===== config.mk =====
export PLATFORM = sky130hd
export DESIGN_NAME = gray_updown_counter_flat
export DESIGN_NICKNAME = d
export VERILOG_FILES = /design/src/rtl/gray_updown_counter_if.sv /design/src/rtl/gray_updown_counter.sv /design/src/flat_wrapper.sv
export SDC_FILE = /design/constraint.sdc
export NUM_CORES = 1
export LEC_CHECK = 0
export ABC_AREA = 0
export BUFFER_PORTS_ARGS = -buffer_cell sky130_fd_sc_hd__buf_2
export CAP_MARGIN = 20
export CORE_ASPECT_RATIO = 1.1
export CORE_MARGIN = 8
export CORE_UTILIZATION = 45
export DETAILED_ROUTE_END_ITERATION = 12
export HOLD_SLACK_MARGIN = 0.08
export PLACE_DENSITY = 0.74
export SLEW_MARGIN = 15
export SYNTH_ARGS = -nofsm -noshare
export SYNTH_HDL_FRONTEND = slang
export SYNTH_SLANG_ARGS = --single-unit

===== constraint.sdc =====
create_clock -name clk -period 2 [get_ports clk]
set_clock_uncertainty 0.1 [all_clocks]
set_input_delay 0.4 -clock clk [delete_from_list [all_inputs] [get_ports clk]]
set_output_delay 0.4 -clock clk [all_outputs]
set_load 0.03 [all_outputs]

===== src/rtl/gray_updown_counter_if.sv =====
// Control and status bundle for gray_updown_counter.
// master: the block that drives enable/up_down/load/load_value and observes the count.
// slave : the counter itself (consumes the controls, drives gray_out/bin_out/terminal/wrap_evt).
interface gray_updown_counter_if #(
  parameter int N = 4
);
  logic         enable;
  logic         up_down;
  logic         load;
  logic [N-1:0] load_value;
  logic [N-1:0] gray_out;
  logic [N-1:0] bin_out;
  logic         terminal;
  logic         wrap_evt;

  modport master (
    output enable, up_down, load, load_value,
    input  gray_out, bin_out, terminal, wrap_evt
  );

  modport slave (
    input  enable, up_down, load, load_value,
    output gray_out, bin_out, terminal, wrap_evt
  );
endinterface


===== src/rtl/gray_updown_counter.sv =====
// N-bit Gray up/down counter with synchronous load and wrap-or-saturate ends.
// Latency: gray_out updates one clk edge after a sampled load/enable; bin_out and terminal follow combinationally.
// Backpressure: none; enable is the only throttle and the block is always ready.
// Ports: clk, reset (async, active-high), bus (slave modport): enable, up_down, load, load_value in;
//        gray_out, bin_out, terminal, wrap_evt out.
module gray_updown_counter #(
  parameter int N    = 4,
  parameter bit WRAP = 1'b1
) (
  input  logic                  clk,
  input  logic                  reset,
  gray_updown_counter_if.slave  bus
);

  localparam logic [N-1:0] ONE = {{(N-1){1'b0}}, 1'b1};

  logic [N-1:0] g_q;
  logic [N-1:0] g_nxt;
  logic [N-1:0] b;
  logic         evt_q;
  logic         evt_nxt;
  logic         at_max;
  logic         at_min;

  function automatic logic [N-1:0] to_gray(input logic [N-1:0] v);
    return v ^ (v >> 1);
  endfunction

  // Each binary bit is the XOR of all Gray bits at and above it; computing it
  // per bit avoids a bit-to-bit dependency chain inside one vector.
  always_comb begin
    b = '0;
    for (int i = 0; i < N; i++) begin
      b[i] = ^(g_q >> i);
    end
  end

  assign at_max = &b;
  assign at_min = ~|b;

  // Plain N-bit +1/-1 already produces the wrap targets (0 going up, 2^N-1
  // going down), so the ends only need special handling when saturating.
  always_comb begin
    g_nxt   = g_q;
    evt_nxt = 1'b0;
    if (bus.load) begin
      g_nxt = bus.load_value;
    end else if (bus.enable) begin
      if (bus.up_down) begin
        evt_nxt = at_max;
        if (!(at_max && !WRAP)) begin
          g_nxt = to_gray(b + ONE);
        end
      end else begin
        evt_nxt = at_min;
        if (!(at_min && !WRAP)) begin
          g_nxt = to_gray(b - ONE);
        end
      end
    end
  end

  always_ff @(posedge clk or posedge reset) begin
    if (reset) begin
      g_q   <= '0;
      evt_q <= 1'b0;
    end else begin
      g_q   <= g_nxt;
      evt_q <= evt_nxt;
    end
  end

  assign bus.gray_out = g_q;
  assign bus.bin_out  = b;
  assign bus.terminal = bus.up_down ? at_max : at_min;
  assign bus.wrap_evt = evt_q;

endmodule


===== src/flat_wrapper.sv =====
// flat-port wrapper written by rule: the top's interface ports become plain ports
module gray_updown_counter_flat 
#(
  parameter int N    = 4,
  parameter bit WRAP = 1'b1
)
  (clk, reset, bus_enable, bus_up_down, bus_load, bus_load_value, bus_gray_out, bus_bin_out, bus_terminal, bus_wrap_evt);
  gray_updown_counter_if #(.N(N)) bus_i ();
  input  logic clk;
  input  logic reset;
  input wire logic [$bits(bus_i.enable)-1:0] bus_enable;
  input wire logic [$bits(bus_i.up_down)-1:0] bus_up_down;
  input wire logic [$bits(bus_i.load)-1:0] bus_load;
  input wire logic [$bits(bus_i.load_value)-1:0] bus_load_value;
  output wire logic [$bits(bus_i.gray_out)-1:0] bus_gray_out;
  output wire logic [$bits(bus_i.bin_out)-1:0] bus_bin_out;
  output wire logic [$bits(bus_i.terminal)-1:0] bus_terminal;
  output wire logic [$bits(bus_i.wrap_evt)-1:0] bus_wrap_evt;
  assign bus_i.enable = bus_enable;
  assign bus_i.up_down = bus_up_down;
  assign bus_i.load = bus_load;
  assign bus_i.load_value = bus_load_value;
  assign bus_gray_out = bus_i.gray_out;
  assign bus_bin_out = bus_i.bin_out;
  assign bus_terminal = bus_i.terminal;
  assign bus_wrap_evt = bus_i.wrap_evt;
  gray_updown_counter #(.N(N), .WRAP(WRAP)) u_core (.clk(clk), .reset(reset), .bus(bus_i));
endmodule

==> impl_metrics.ini, run 1 <==
[power_and_ir_drop]
switching_share_pct = 47.95
power_leakage_nw = 0.3969
powerDensity_nw_per_um2 = 1156
seqPwrFrac_pct = 13.8
clockPowerShare_pct = 12.3
p_comb_share_pct = 73.9
internal-power_uw = 524.0
p_switching_uw = 482.8
peakVddDrop_mv = 0.4387

[sta]
final.setup.worst_slack_ns = -0.2418
setup_viol = 3
timing_max_transition_violations_final = 0
hold_ws_ns = 0.2872
clock.fmax_mhz = 446.1
worst_slew_pin_slew_ns = 0.3667
setup_tns_ns = -0.3658
slew_headroom_pct = 75.51
min_period_ns = 2.242
finalCritPeriodShare_pct = 112.1
hold_viol_final = 0
rsz0062_at_grt = yes

[placed_design]
routabilityCongestion = 0.8145
port_buffers = 18
hpwl_um = 1443

[floorplan]
core_area_um2 = 1349
pin_count = 19
row_count = 14
die_y_um = 55.73
dieWidth_um = 52.12
initial_core_util_pct = 47.87
die_area_um2 = 2904

[cts]
clk_latency_ns = 0.25
cts_tree = yes
clkSinkCount = 5
cts_made_buffers = 3
cts.reportedPaths.clkPinSlew_ns = 0.05
cts.path.max_buffers = 2
cts_max_level = 1
clockRootBuffer = clkbuf_4

[logic_synthesis]
syn_inst = 79
synth.distinct_cells = 33
ys_warn_count = 0
synth_common_cells = a21oi_1 (9), inv_1 (7), nand2_1 (6), dfrtp_1 (5), nor2_1 (5)
synth_ff_type = dfrtp_1
yosysSeqAreaShare_pct = 19.38
yosys.area.top_type = dfrtp_1
avgSynthCellArea_um2 = 8.172
mappedNetlistArea_um2 = 645.6
synth_area_leaders = dfrtp_1 (19%), a21oi_1 (7.0%), o311ai_1 (5.4%)
async_flop_share_pct = 100.0
yosysMostFrequentCell = a21oi_1
synth-edff-count = 0
syn_nets = 90
yosysTopAreaCellShare_pct = 19.38
ys_ff_latch = 5

[setup_path]
path_class = register to output pin
cp_data_arrival_time_ns = 1.74
worstPathRequired_ns = 1.50
cp-start-kind = register
cp_max_fo = 3
critPathCaptureType = output pin

[grt]
grt_max_degree = 15
grt_util_all_layers_pct = 13.74
overflow = 0
grt_pass1_vias = 666
antenna_found_initial = 0
grt_pass1_wl_um = 3070

[run_status]
status = finished, violations left
violations = setup timing

[job]
drv_cap = 0

[routing]
drc = 0
viasPerCell = 5.727
routed_wl_um = 1887
ant_nets = 0
wl_per_cell_um = 15.60
drt_iter0_markers = 23
vias = 693
dr.pass1.iters = 4

[finish]
drive_gt1_share_pct = 45.71
syn_to_final_growth_pct = 34.88
fin_nets = 117
final_util_pct = 64.56
diodes = 0

[hold_path]
min_path_type = input port to register
[stage by stage]
| step | power [mW] | cells | worst slack, ns | area [um^2] |
|---|---|---|---|---|
| floorplan | 0.6507 | 79 | -0.1511 | 671.9 |
| global placement | 0.7905 | 114 | 0.04934 | 793.3 |
| detailed placement | 0.8063 | 114 | -0.003564 | 793.3 |
| CTS | 1.005 | 121 | -0.2410 | 870.8 |
| global route | 1.074 | 121 | -0.2927 | 870.8 |
| finish | 1.007 | 121 | -0.2418 | 870.8 |
[layout make-up]
| class | instances | area [um^2] |
|---|---|---|
| Fill cell | 113 | 478.0 |
| Multi-Input combinational cell | 56 | 455.4 |
| Timing Repair Buffer | 31 | 205.2 |
| Sequential cell | 5 | 127.6 |
| Inverter | 9 | 36.28 |
| Clock buffer | 4 | 26.28 |
| Tap cell | 16 | 20.02 |
[flip-flops by register name (all words and copies together), names as in the netlist]
name,flops
u_core.bus.gray_out,4
u_core.bus.wrap_evt,1
[critical path, stage by stage (launching register included)]
cell and delay [ns]:
dfrtp_2 0.43, inv_4 0.07, ha_4 0.21, xnor2_4 0.13, xnor2_2 0.20, nor3_2 0.07
a41o_2 0.25, buf_6 0.14
[routing by layer]
metal	up-vias	wire (um)	track usage, %
met1	322	756	15.90
met5	-	0	0
met3	2	128	3.476
met4	0	14	6.464
li1	339	-	-
met2	30	988	22.34
[cells by family after synthesis]
group	after synthesis	share of synthesized area, %
AO/OA/AOI/OAI	29	31.01
XOR/XNOR	5	12.02
adder cells (fa/ha/maj)	2	3.875
buffers and inverters	18	15.12
flip-flops	5	19.38
multiplexers	2	5.039
AND/OR/NAND/NOR	18	13.57
[worst paths after layout]
| path | from | to | slack (ns) | cells after the start |
|---|---|---|---|---|
| min in group asynchronous | reset | u_core.bus.gray_out[3] | 0.50 | 3 |
| max reg2reg | u_core.bus.gray_out[2] | u_core.bus.gray_out[1] | 0.10 | 7 |
| max | u_core.bus.gray_out[2] | bus_terminal | -0.24 | 7 |
| max in group asynchronous | reset | u_core.bus.gray_out[2] | 1.10 | 3 |
| min reg2reg | u_core.bus.gray_out[0] | u_core.bus.gray_out[0] | 0.64 | 2 |
| min | bus_load_value[2] | u_core.bus.gray_out[2] | 0.29 | 3 |
[cell usage in the layout (no fill, tap or decap), drive strengths merged]
| cell type | n |
|---|---|
| a211oi | 2 |
| a21boi | 1 |
| a21oi | 9 |
| a221oi | 1 |
| a311oi | 1 |
| a41o | 1 |
| and2 | 1 |
| buf | 30 |
| clkbuf | 4 |
| dfrtp | 5 |
| dlygate4sd3 | 1 |
| ha | 2 |
| inv | 9 |
| mux2i | 1 |
| mux4 | 1 |
| nand2 | 6 |
| nand2b | 1 |
| nor2 | 5 |
| nor2b | 1 |
| nor3 | 3 |
| nor3b | 1 |
| o2111ai | 2 |
| o21ai | 6 |
| o221ai | 1 |
| o311ai | 4 |
| o31ai | 1 |
| xnor2 | 4 |
| xor2 | 1 |
[power groups by stage]
stage          sequential, mW  clock (mW)  combinational [mW]
2_1_floorplan           0.171           0               0.480
3_3_place_gp            0.137           0               0.654
3_5_place_dp            0.138           0               0.669
4_1_cts                 0.138       0.122               0.744
5_1_grt                 0.141       0.133               0.799
6_report                0.139       0.124               0.744
[repair_timing]
action                                  CTS  global route
endpoints found under the setup margin    3             3
resized for setup                         6             0
setup buffers                             2             0
endpoints found under the hold margin     5             0
pin swaps                                 4             2
hold buffers                              1             0
Power figures use the tool's default switching activity.
==> run 2: changes to the inputs <==
--- a/config.mk
+++ b/config.mk
@@ -14,6 +14,7 @@
 export DETAILED_ROUTE_END_ITERATION = 12
 export HOLD_SLACK_MARGIN = 0.08
 export PLACE_DENSITY = 0.74
+export SETUP_SLACK_MARGIN = 0.2
 export SLEW_MARGIN = 15
 export SYNTH_ARGS = -nofsm -noshare
 export SYNTH_HDL_FRONTEND = slang
==> run 2 against run 1 <==
Compared with the run above: the run still ends with setup timing left; critical endpoint unchanged; die area stayed put; first-iteration DRC count is 48% lower; fmax is 0.89% lower; global-route usage is 1.5 points higher; worst hold slack better by 0.0019 ns.
==> impl_metrics.ini, run 2 (synthesis results as in run 1) <==
[routing]
drc = 0
viasPerCell = 5.913
dr.pass1.iters = 4
vias = 745
routed_wl_um = 2196
ant_nets = 0
wl_per_cell_um = 17.43
drt_iter0_markers = 12

[placed_design]
preCtsSetupSlack_ns = -0.002522
hpwl_um = 1459
routabilityCongestion = 0.8135
port_buffers = 18

[floorplan]
initial_core_util_pct = 47.87
core_area_um2 = 1349
die_y_um = 55.73
dieWidth_um = 52.12
die_area_um2 = 2904
pin_count = 19
row_count = 14

[setup_path]
reg2reg_slack_ns = -0.09
r2r-start = u_core.bus.gray_out[3]
worstPathRequired_ns = 1.50
cp_max_fo = 3
path_class = register to output pin
cp-start-kind = register
reg2reg_to = u_core.bus.gray_out[1]
cp_data_arrival_time_ns = 1.76
critPathCaptureType = output pin
rr_worst_depth = 9

[sta]
finalCritPeriodShare_pct = 113.1
setup_tns_ns = -0.5981
timing_max_transition_violations_final = 0
setup_viol = 7
rsz0062_at_grt = yes
hold_viol_final = 0
min_period_ns = 2.262
hold_ws_ns = 0.2891
slew_headroom_pct = 67.64
clock.fmax_mhz = 442.1
final.setup.worst_slack_ns = -0.2618
worst_slew_pin_slew_ns = 0.4844

[finish]
num-fill-cells = 80
syn_to_final_growth_pct = 56.59
ff_latch_area_um2 = 127.6
fin_nets = 122
largest_reg_flops = 4
diodes = 0
final_cell_mix = buf_2 (14), buf_4 (13), a21oi_1 (8)
multiInputGateArea_um2 = 513.0
final_common_cell = buf_2
drive_gt1_share_pct = 57.27

[run_status]
status = finished, violations left
violations = setup timing

[grt]
grt_util_all_layers_pct = 15.25
overflow = 0
grt_max_degree = 15
antenna_found_initial = 0
grt_pass1_wl_um = 3505
grt_pass1_vias = 776

[power_and_ir_drop]
seqPwrFrac_pct = 11.8
switching_share_pct = 46.68
power_leakage_nw = 0.4478
p_comb_share_pct = 78.5
peakVddDrop_mv = 0.5483
powerDensity_nw_per_um2 = 1189
internal-power_uw = 640.7
clockPowerShare_pct = 9.7
p_switching_uw = 560.9
total_power_mw = 1.202

[hold_path]
holdPathEnd = u_core.bus.gray_out[1]
holdPathStages = 3
min-delay-start = bus_load_value[1]
min_path_type = input port to register

[cts]
cts.path.max_buffers = 2
cts_tree = yes
clkSinkCount = 5
cts_made_buffers = 3
clk_latency_ns = 0.24
cts_max_level = 1
clockRootBuffer = clkbuf_4
cts.reportedPaths.clkPinSlew_ns = 0.05

[job]
drv_cap = 0
==> run 2: changes by cell type in the layout (fill, tap and decap cells not counted), sizes merged <==
| cell | change |
|---|---|
| buf | +5 |
==> run 2: per-stage QoR <==
stage | instance area [um^2] | cells | util, %
floorplan | 671.9 | 79 | -
global placement | 793.3 | 114 | 58.81
detailed placement | 793.3 | 114 | 58.81
CTS | 930.9 | 124 | 69.02
global route | 1011 | 126 | 74.95
finish | 1011 | 126 | 74.95
==> run 2: how the worst max path moves through the flow <==
stage / start / endpoint / slack, ns / cells past startpoint
floorplan: u_core.bus.gray_out[2] / bus_terminal / -0.15 / 7
global placement: u_core.bus.gray_out[2] / bus_terminal / 0.05 / 7
detailed placement: u_core.bus.gray_out[2] / bus_terminal / -0.003 / 7
CTS: u_core.bus.gray_out[3] / bus_terminal / -0.23 / 7
global route: u_core.bus.gray_out[3] / bus_terminal / -0.30 / 7
finish: u_core.bus.gray_out[3] / bus_terminal / -0.26 / 7
==> run 2: metal layers <==
layer  part of all wire [%]  vias to the layer above  track usage [%]
met3                    5.6                        7            3.476
met5                      0                        -                0
met4                    3.2                        0            8.745
met2                     53                       30            26.29
met1                     38                      363            15.90
li1                       -                      345                -
==> run 2: layout make-up <==
class,instances,share of cell area (%)
Timing Repair Buffer,36,27.72
Inverter,9,4.332
Sequential cell,5,12.62
Clock buffer,4,2.599
Multi-Input combinational cell,56,50.74
Tap cell,16,1.980
==> run 2: critical path: stages (launching register included) <==
cell and delay [ns]:
dfrtp_2 0.42, inv_2 0.08, ha_4 0.22, xnor2_4 0.13, xnor2_2 0.21, nor3_2 0.07, a41o_2 0.25, buf_6 0.14
==> run 2: power groups by stage <==
stage	Clock, mW	Combinational [mW]	Sequential (mW)
after floorplan	0	0.480	0.171
after global placement	0	0.654	0.137
after detailed placement	0	0.670	0.138
after CTS	0.112	0.821	0.139
after global routing	0.130	0.993	0.143
final	0.117	0.944	0.141
==> run 2: repair_timing <==
item / 4_1_cts / 5_1_grt
pin swaps: 8 / 9
gates resized for setup: 17 / 15
hold endpoints to repair: 5 / 0
hold buffers: 1 / 0
buffers inserted: 5 / 2
endpoints found under the setup margin: 6 / 9
cloned: 0 / 0
==> run 3: changes to the inputs <==
--- a/config.mk
+++ b/config.mk
@@ -8,13 +8,13 @@
 export ABC_AREA = 0
 export BUFFER_PORTS_ARGS = -buffer_cell sky130_fd_sc_hd__buf_2
 export CAP_MARGIN = 20
-export CORE_ASPECT_RATIO = 1.1
 export CORE_MARGIN = 8
 export CORE_UTILIZATION = 45
 export DETAILED_ROUTE_END_ITERATION = 12
 export HOLD_SLACK_MARGIN = 0.08
 export PLACE_DENSITY = 0.74
 export SETUP_SLACK_MARGIN = 0.2
+export SKIP_CTS_REPAIR_TIMING = 1
 export SLEW_MARGIN = 15
 export SYNTH_ARGS = -nofsm -noshare
 export SYNTH_HDL_FRONTEND = slang
==> run 3 against run 2 <==
Compared with the run above: the run still ends with setup timing left; combinational power fell by 14%; critical path depth did not move; die area is essentially flat; critical path type unchanged; largest power group unchanged.
==> impl_metrics.ini, run 3 (synthesis results as in run 1) <==
[setup_path]
reg2reg_to = u_core.bus.gray_out[1]
critPathCaptureType = output pin
rr_worst_depth = 7
cp_data_arrival_time_ns = 1.77
cp_max_fo = 3
cp-start-kind = register
reg2reg_slack_ns = 0.14
worstPathRequired_ns = 1.50
path_class = register to output pin
r2r-start = u_core.bus.gray_out[3]

[finish]
diodes = 0
fin_cells = 123
final_cell_mix = buf_2 (15), buf_4 (14), a21oi_1 (9)
final_util_pct = 69.99
drive_gt1_share_pct = 50.00
fin_nets = 120
syn_to_final_growth_pct = 42.83
largest_reg_flops = 4
final_common_cell = buf_2
num-fill-cells = 108

[floorplan]
core_area_um2 = 1318
dieWidth_um = 53.88
pin_count = 19
die_area_um2 = 2903
die_y_um = 53.88
row_count = 13
initial_core_util_pct = 49.00

[sta]
timing_max_transition_violations_final = 0
clock.fmax_mhz = 440.7
rsz0062_at_grt = yes
worst_slew_pin_slew_ns = 0.3125
hold_ws_ns = 0.2788
hold_viol_final = 0
finalCritPeriodShare_pct = 113.4
min_period_ns = 2.269
slew_headroom_pct = 79.13
final.setup.worst_slack_ns = -0.2689
setup_viol = 3

[power_and_ir_drop]
peakVddDrop_mv = 0.7667
powerDensity_nw_per_um2 = 1162
total_power_mw = 1.072
power_leakage_nw = 0.4163

[run_status]
violations = setup timing
status = finished, violations left

[placed_design]
routabilityCongestion = 0.8593
preCtsSetupSlack_ns = -0.02961
hpwl_um = 1399
dp_cells = 113
port_buffers = 18

[grt]
overflow = 0
grt_pass1_wl_um = 2891
grt_max_degree = 15
grt_util_all_layers_pct = 13.18
grt_pass1_vias = 609
antenna_found_initial = 0

[cts]
cts_max_level = 1
cts_made_buffers = 3
clk_latency_ns = 0.24
clockRootBuffer = clkbuf_4
cts_tree = yes
clkSinkCount = 5
cts.reportedPaths.clkPinSlew_ns = 0.05
cts.path.max_buffers = 2

[routing]
ant_nets = 0
drc = 0
drt_iter0_markers = 15
viasPerCell = 5.715
dr.pass1.iters = 4
vias = 703
routed_wl_um = 1946
wl_per_cell_um = 15.82

[hold_path]
holdPathStages = 3
min-delay-start = bus_load_value[0]
holdPathEnd = u_core.bus.gray_out[0]
min_path_type = input port to register

[job]
drv_cap = 0
==> run 3: final cells by class <==
type                       instances  area (um^2)  share of cell area (%)
multi-input combinational         56        474.2                   51.42
timing repair buffer              34        235.2                   25.51
sequential                         5        128.9                   13.98
inverter                           9        38.79                   4.206
clock buffer                       4        26.28                   2.849
tap                               15        18.77                   2.035
==> run 3: worst max path at each step <==
stage | end | slack (ns) | depth (start not counted) | from
floorplan | bus_terminal | -0.15 | 7 | u_core.bus.gray_out[2]
global placement | bus_terminal | 0.04 | 7 | u_core.bus.gray_out[2]
detailed placement | bus_terminal | -0.03 | 7 | u_core.bus.gray_out[2]
CTS | bus_terminal | -0.30 | 7 | u_core.bus.gray_out[2]
global route | bus_terminal | -0.34 | 7 | u_core.bus.gray_out[3]
finish | bus_terminal | -0.27 | 7 | u_core.bus.gray_out[3]
==> run 3: metrics by stage <==
step,cell area (um^2),TNS [ns]
2_1_floorplan,671.9,-0.3275
3_3_place_gp,792.0,0
3_5_place_dp,792.0,-0.02961
4_1_cts,818.3,-0.3271
5_1_grt,922.1,-0.6135
6_report,922.1,-0.4246
==> run 3: power by group <==
part,switching [mW],internal [mW]
Sequential,0.0180,0.120
Clock,0.0449,0.0757
Combinational,0.445,0.369
==> run 3: worst max-delay path: stages, from the launching register on <==
cell	delay (ns)
dfrtp_2	0.41
inv_2	0.08
ha_4	0.22
xnor2_4	0.13
xnor2_2	0.23
nor3_2	0.07
a41o_2	0.25
buf_6	0.14
==> run 3: per-layer routing <==
layer | global-route usage [%] | share of wire [%] | vias to the layer above
met3 | 3.030 | 7.9 | 5
met2 | 20.85 | 52 | 29
met5 | 0 | 0 | -
met1 | 16.90 | 39 | 327
met4 | 5.042 | 0.92 | 0
li1 | - | - | 342
